==> config.mk <==
export PLATFORM = sky130hd
export DESIGN_NAME = tile_plot_sweeper
export DESIGN_NICKNAME = d
export VERILOG_FILES = /design/src/rtl/tile_plot_sweeper.sv
export SDC_FILE = /design/constraint.sdc
export NUM_CORES = 1
export LEC_CHECK = 0
export BUFFER_PORTS_ARGS = -buffer_cell sky130_fd_sc_hd__buf_2
export CELL_PAD_IN_SITES_DETAIL_PLACEMENT = 0
export CELL_PAD_IN_SITES_GLOBAL_PLACEMENT = 1
export CORE_UTILIZATION = 40
export CTS_CLUSTER_DIAMETER = 120
export DETAILED_ROUTE_END_ITERATION = 8
export PLACE_DENSITY_LB_ADDON = 0.1
export SYNTH_ARGS = -nofsm -noshare
export SYNTH_HDL_FRONTEND = slang
export SYNTH_SLANG_ARGS = --single-unit
==> constraint.sdc <==
create_clock -name clock -period 2.2 [get_ports clock]
set_input_delay 0.22 -clock clock [delete_from_list [all_inputs] [get_ports clock]]
set_output_delay 0.22 -clock clock [all_outputs]
set_load 0.02 [all_outputs]
==> src/rtl/tile_plot_sweeper.sv <==
// Sweeps one T x T tile out of the tile ROM and emits clipped per-pixel plot strobes.
// ROM data arrives one cycle after its address and is combined with the delayed row/col.
module tile_plot_sweeper #(
    parameter int unsigned TILE_LOG2      = 3,
    parameter int unsigned COORD_W        = 9,
    parameter int unsigned TILE_IDX_W     = 4,
    parameter int unsigned SCREEN_W       = 160,
    parameter int unsigned SCREEN_H       = 120,
    parameter bit          TRANSPARENT_EN = 1'b1
) (
    input  logic                              clock,
    input  logic                              resetn,
    input  logic                              start,
    input  logic [COORD_W-1:0]                origin_x,
    input  logic [COORD_W-1:0]                origin_y,
    input  logic [TILE_IDX_W-1:0]             tile_id,
    output logic [TILE_IDX_W+2*TILE_LOG2-1:0] rom_addr,
    input  logic [2:0]                        rom_data,
    output logic [7:0]                        x,
    output logic [6:0]                        y,
    output logic [2:0]                        colour,
    output logic                              plot,
    output logic                              busy,
    output logic                              done
);

    typedef enum logic [1:0] {StIdle, StFetch, StDrain, StDone} state_e;

    localparam logic [TILE_LOG2-1:0] LastIdx = '1;
    localparam logic [COORD_W:0]     XLim    = SCREEN_W[COORD_W:0];
    localparam logic [COORD_W:0]     YLim    = SCREEN_H[COORD_W:0];

    state_e                  state_q, state_d;
    logic [TILE_LOG2-1:0]    row_q, row_d, col_q, col_d;
    logic [TILE_LOG2-1:0]    row_p_q, col_p_q;
    logic                    valid_p_q;
    logic [COORD_W-1:0]      ox_q, ox_d, oy_q, oy_d;
    logic [TILE_IDX_W-1:0]   tile_q, tile_d;
    logic [COORD_W:0]        sx, sy;
    logic                    in_x, in_y, opaque;

    always_ff @(posedge clock or negedge resetn) begin
        if (!resetn) begin
            state_q   <= StIdle;
            row_q     <= '0;
            col_q     <= '0;
            ox_q      <= '0;
            oy_q      <= '0;
            tile_q    <= '0;
            row_p_q   <= '0;
            col_p_q   <= '0;
            valid_p_q <= 1'b0;
        end else begin
            state_q   <= state_d;
            row_q     <= row_d;
            col_q     <= col_d;
            ox_q      <= ox_d;
            oy_q      <= oy_d;
            tile_q    <= tile_d;
            row_p_q   <= row_q;
            col_p_q   <= col_q;
            valid_p_q <= (state_q == StFetch);
        end
    end

    always_comb begin
        state_d = state_q;
        row_d   = row_q;
        col_d   = col_q;
        ox_d    = ox_q;
        oy_d    = oy_q;
        tile_d  = tile_q;
        unique case (state_q)
            StIdle: begin
                if (start) begin
                    state_d = StFetch;
                    ox_d    = origin_x;
                    oy_d    = origin_y;
                    tile_d  = tile_id;
                    row_d   = '0;
                    col_d   = '0;
                end
            end
            StFetch: begin
                col_d = col_q + 1'b1;
                if (col_q == LastIdx) begin
                    row_d = row_q + 1'b1;
                    if (row_q == LastIdx) begin
                        state_d = StDrain;
                    end
                end
            end
            StDrain: state_d = StDone;
            StDone:  state_d = StIdle;
            default: state_d = StIdle;
        endcase
    end

    // One extra bit so off-screen sums stay distinguishable instead of wrapping.
    assign sx = {ox_q[COORD_W-1], ox_q} + {{(COORD_W+1-TILE_LOG2){1'b0}}, col_p_q};
    assign sy = {oy_q[COORD_W-1], oy_q} + {{(COORD_W+1-TILE_LOG2){1'b0}}, row_p_q};

    always_comb begin
        in_x   = ~sx[COORD_W] && (sx < XLim);
        in_y   = ~sy[COORD_W] && (sy < YLim);
        opaque = !TRANSPARENT_EN || (rom_data != 3'd0);
        plot   = valid_p_q && in_x && in_y && opaque;
        x      = valid_p_q ? sx[7:0] : 8'd0;
        y      = valid_p_q ? sy[6:0] : 7'd0;
        colour = valid_p_q ? rom_data : 3'd0;
    end

    assign rom_addr = {tile_q, row_q, col_q};
    assign busy     = (state_q == StFetch) || (state_q == StDrain);
    assign done     = (state_q == StDone);

endmodule

==> metrics.md <==
| Metric | Value |
|---|---|
| Outcome | complete, but fails checks |
| Failing checks | setup timing |
| Synth Instances | roughly 190 |
| Vias | between 1500 and 2000 |
| Crit share post-route | 1.14 |
| Worst reg2reg setup slack | around 0.60 ns |
| Top FF cell, synth | dfrtp_1 |
| Reg2reg end | col_q[2]$_DFFE_PN0P_ |
| Final instance area | between 2000 and 3000 sq um |
| Largest net degree at the start of global routing | 38 |
| Core area | a little over 5000 sq um |
| Synthesized flop and latch total | 37 |
| Final hold violation count | 0 |
| Hold_ws | between 0.02 and 0.03 ns |
| Htree depth | 2 |
| Peak supply drop | around 0.7 mV |
| Initial Utilization | 0.417 |
| Num CTS Buffers | 5 |
| RSZ-0062 raised after global routing | true |
| CP arrival | 2.29 ns |
| Setup Crit Path Kind | reg -> out |
| Power Density | roughly 1500 nW/um^2 |
| Drt wl/cell | roughly 13 um |
| DR iter-0 viols | 47 |
| Global route overflow | 0 |
| Site Rows | 26 |
| Relative slew margins | 0.442 |
| Unique masters post-synth | 46 |
| Area contributors post-synth | dfrtp_1 (43%), mux2_2 (12%), ha_1 (8.7%), and2_1 (4.1%), o21ai_0 (2.3%) |
| Worst Hold Class | in -> async |
| Tmin final | between 2 and 3 ns |
| Initial antenna violation count | 0 |
| Max FO, Critical Path | 2 |
| DR DRC count | 0 |
| Root buffer cell | clkbuf_8 |
| Max Clk Rate | ~400 MHz |
| Worst slew pin tran | around 0.84 ns |
| Area growth, synth to finish | 34.4% |
| Worst skew pair latency | between 0.2 and 0.3 ns |
| CTS tree | yes |
| Setup Skew | roughly 0.009 ns |
| Worst r2r path cells | 4 |
| Height of the die | roughly 75 um |
| Clk buf depth | 2 |
| Post-place instance area | between 2000 and 3000 sq um |
| Slew Limit Fails | 0 |
| EDFF count, synth | 0 |
| Avg Cell Area, Syn | 11.1 sq um |
| First-pass GRT wire length | slightly above 7000 um |
| IO Port Bufs | slightly below 60 |
| I/O pins | slightly below 60 |
| Vias in the first global route | ~1500 |
| Synthesized cell area | 2150 sq um |
| DR pass1 iterations | 4 |
| Routed WL | roughly 4400 um |
| Final worst slack | -0.312 ns |
| Final setup fails | 5 |
| Critical Path Start Type | flop |
| Mapped Nets | ~240 |
| Share of layout cells above drive strength 1 | 0.472 |
| Seq/Total Area, Yosys | 0.431 |
| Worst EP required | about 2.0 ns |
| GP Congestion | roughly 0.74 |
| Die X | about 75 um |
| Leakage | 1.37 nW |
| Max Cap Viol | 0 |
| Ant diodes | 0 |
| Reg clk slew, reported paths | around 0.08 ns |
| R2r startpoint | state_q[1]$_DFFE_PN0P_ |
| FFs w/ async S/R, synth | 1.00 |
| Most area-hungry cell type in the Yosys netlist | dfrtp_1 |
| Layout Nets | ~310 |
| Total die area | around 5700 sq um |
| Power consumption | roughly 4.2 mW |
| Top cell type's share of synthesized area | 0.431 |
| All-Layer GR Usage | 0.169 |
| Dpl hpwl | about 3000 um |
| Sink Count | 37 |
| Yosys warnings | 0 |
| CP endpoint kind | output pin |
| Average via count per standard cell | ~5 |
| Antenna Nets Post-Route | 0 |
==> worst max-delay path: stages (launching register included) <==
cell       delay (ns)
dfrtp_1          0.35
ha_2             0.18
inv_2            0.04
fa_2             0.33
nand2b_4         0.14
or3_4            0.35
a221oi_4         0.23
a2bb2oi_2        0.20
nor3_4           0.06
buf_6            0.13
==> worst max-delay path by stage <==
| stage | from | to | slack (ns) | cells past startpoint |
|---|---|---|---|---|
| after floorplan | oy_q[0]$_DFFE_PN0P_ | plot | 0.02 | 8 |
| after global placement | oy_q[0]$_DFFE_PN0P_ | plot | -0.13 | 9 |
| after detailed placement | oy_q[0]$_DFFE_PN0P_ | plot | -0.16 | 9 |
| after CTS | oy_q[0]$_DFFE_PN0P_ | plot | -0.37 | 9 |
| after global routing | oy_q[0]$_DFFE_PN0P_ | plot | -0.44 | 9 |
| final | oy_q[0]$_DFFE_PN0P_ | plot | -0.31 | 9 |
==> power breakdown <==
part           internal (mW)  switching, mW
clock network          0.369          0.240
logic                   1.11           1.21
registers              0.999          0.316
total                   2.48           1.77
==> sequential cells by signal, summed over array words and instances, names as in the netlist <==
register   count
oy_q           9
col_q          3
ox_q           9
col_p_q        3
valid_p_q      1
tile_q         4
state_q        2
row_q          3
row_p_q        3
==> per-layer routing <==
metal | vias up | track usage | routed length, um
li1 | 832 | - | -
met1 | 802 | 0.216 | 2010
met2 | 36 | 0.288 | 2200
met3 | 4 | 0.0402 | 166
met4 | 0 | 0.0432 | 34
met5 | - | 0 | 0
==> through the flow <==
| step | instances | util | setup slack [ns] | TNS (ns) |
|---|---|---|---|---|
| 6_report | 337 | 0.561 | -0.312 | -0.627 |
| 5_1_grt | 337 | 0.561 | -0.437 | -1.48 |
| 4_1_cts | 336 | 0.545 | -0.372 | -0.935 |
| 3_5_place_dp | 323 | 0.498 | -0.159 | -0.159 |
| 3_3_place_gp | 323 | 0.498 | -0.129 | -0.129 |
| 2_1_floorplan | 193 | - | 0.0244 | 0 |
==> final cells by class <==
cell class	instances	area, sq um
repair buffers	71	442
well taps	70	87.6
multi-input cells	141	1270
clock inverters	2	37.5
flip-flops and latches	37	926
fillers	483	2260
clock buffers	6	82.6
inverters	10	37.5
==> cell usage in the layout, fill, tap and decap left out, drive strengths merged, types with 2 or more instances in the layout <==
| cell | n |
|---|---|
| a21o | 2 |
| a21oi | 7 |
| a22oi | 2 |
| a32o | 2 |
| and2 | 14 |
| and3 | 2 |
| buf | 71 |
| clkbuf | 6 |
| dfrtp | 37 |
| fa | 2 |
| ha | 15 |
| inv | 10 |
| mux2 | 22 |
| nand2 | 13 |
| nand2b | 5 |
| nand3 | 4 |
| nor2 | 4 |
| nor2b | 3 |
| nor3 | 2 |
| o21a | 2 |
| o21ai | 11 |
| o31ai | 2 |
| or3 | 2 |
| xnor2 | 5 |
| xor2 | 4 |
==> cell families after synthesis <==
group / count (synthesis) / synth area share
compound gates: 38 / 0.128
xor+xnor: 9 / 0.0367
fa+ha+maj: 17 / 0.106
buf+inv: 15 / 0.0274
flops: 37 / 0.431
mux: 23 / 0.120
simple gates: 54 / 0.150
==> cells in the mapped netlist, types with 2 or more instances <==
master / n
nand3_1: 4
dfrtp_1: 37
o21a_1: 2
ha_1: 15
a22oi_1: 2
clkbuf_1: 3
xnor2_1: 5
nand2b_1: 4
o21ai_0: 10
nor2_1: 4
buf_2: 2
fa_1: 2
nor2b_1: 3
inv_1: 10
and3_1: 2
nand2_1: 13
and2_1: 14
xor2_1: 4
a32o_1: 2
a21oi_1: 6
a21o_1: 2
mux2_2: 22
o31ai_1: 2
==> timing repair <==
action / 4_1_cts / 5_1_grt
endpoints found under the setup margin: 5 / 11
hold endpoints to repair: 0 / 0
hold buffers: 0 / 0
gates resized for setup: 24 / 14
pin swaps: 7 / 7
buffers inserted: 5 / 2
Power figures use the tool's default switching activity.
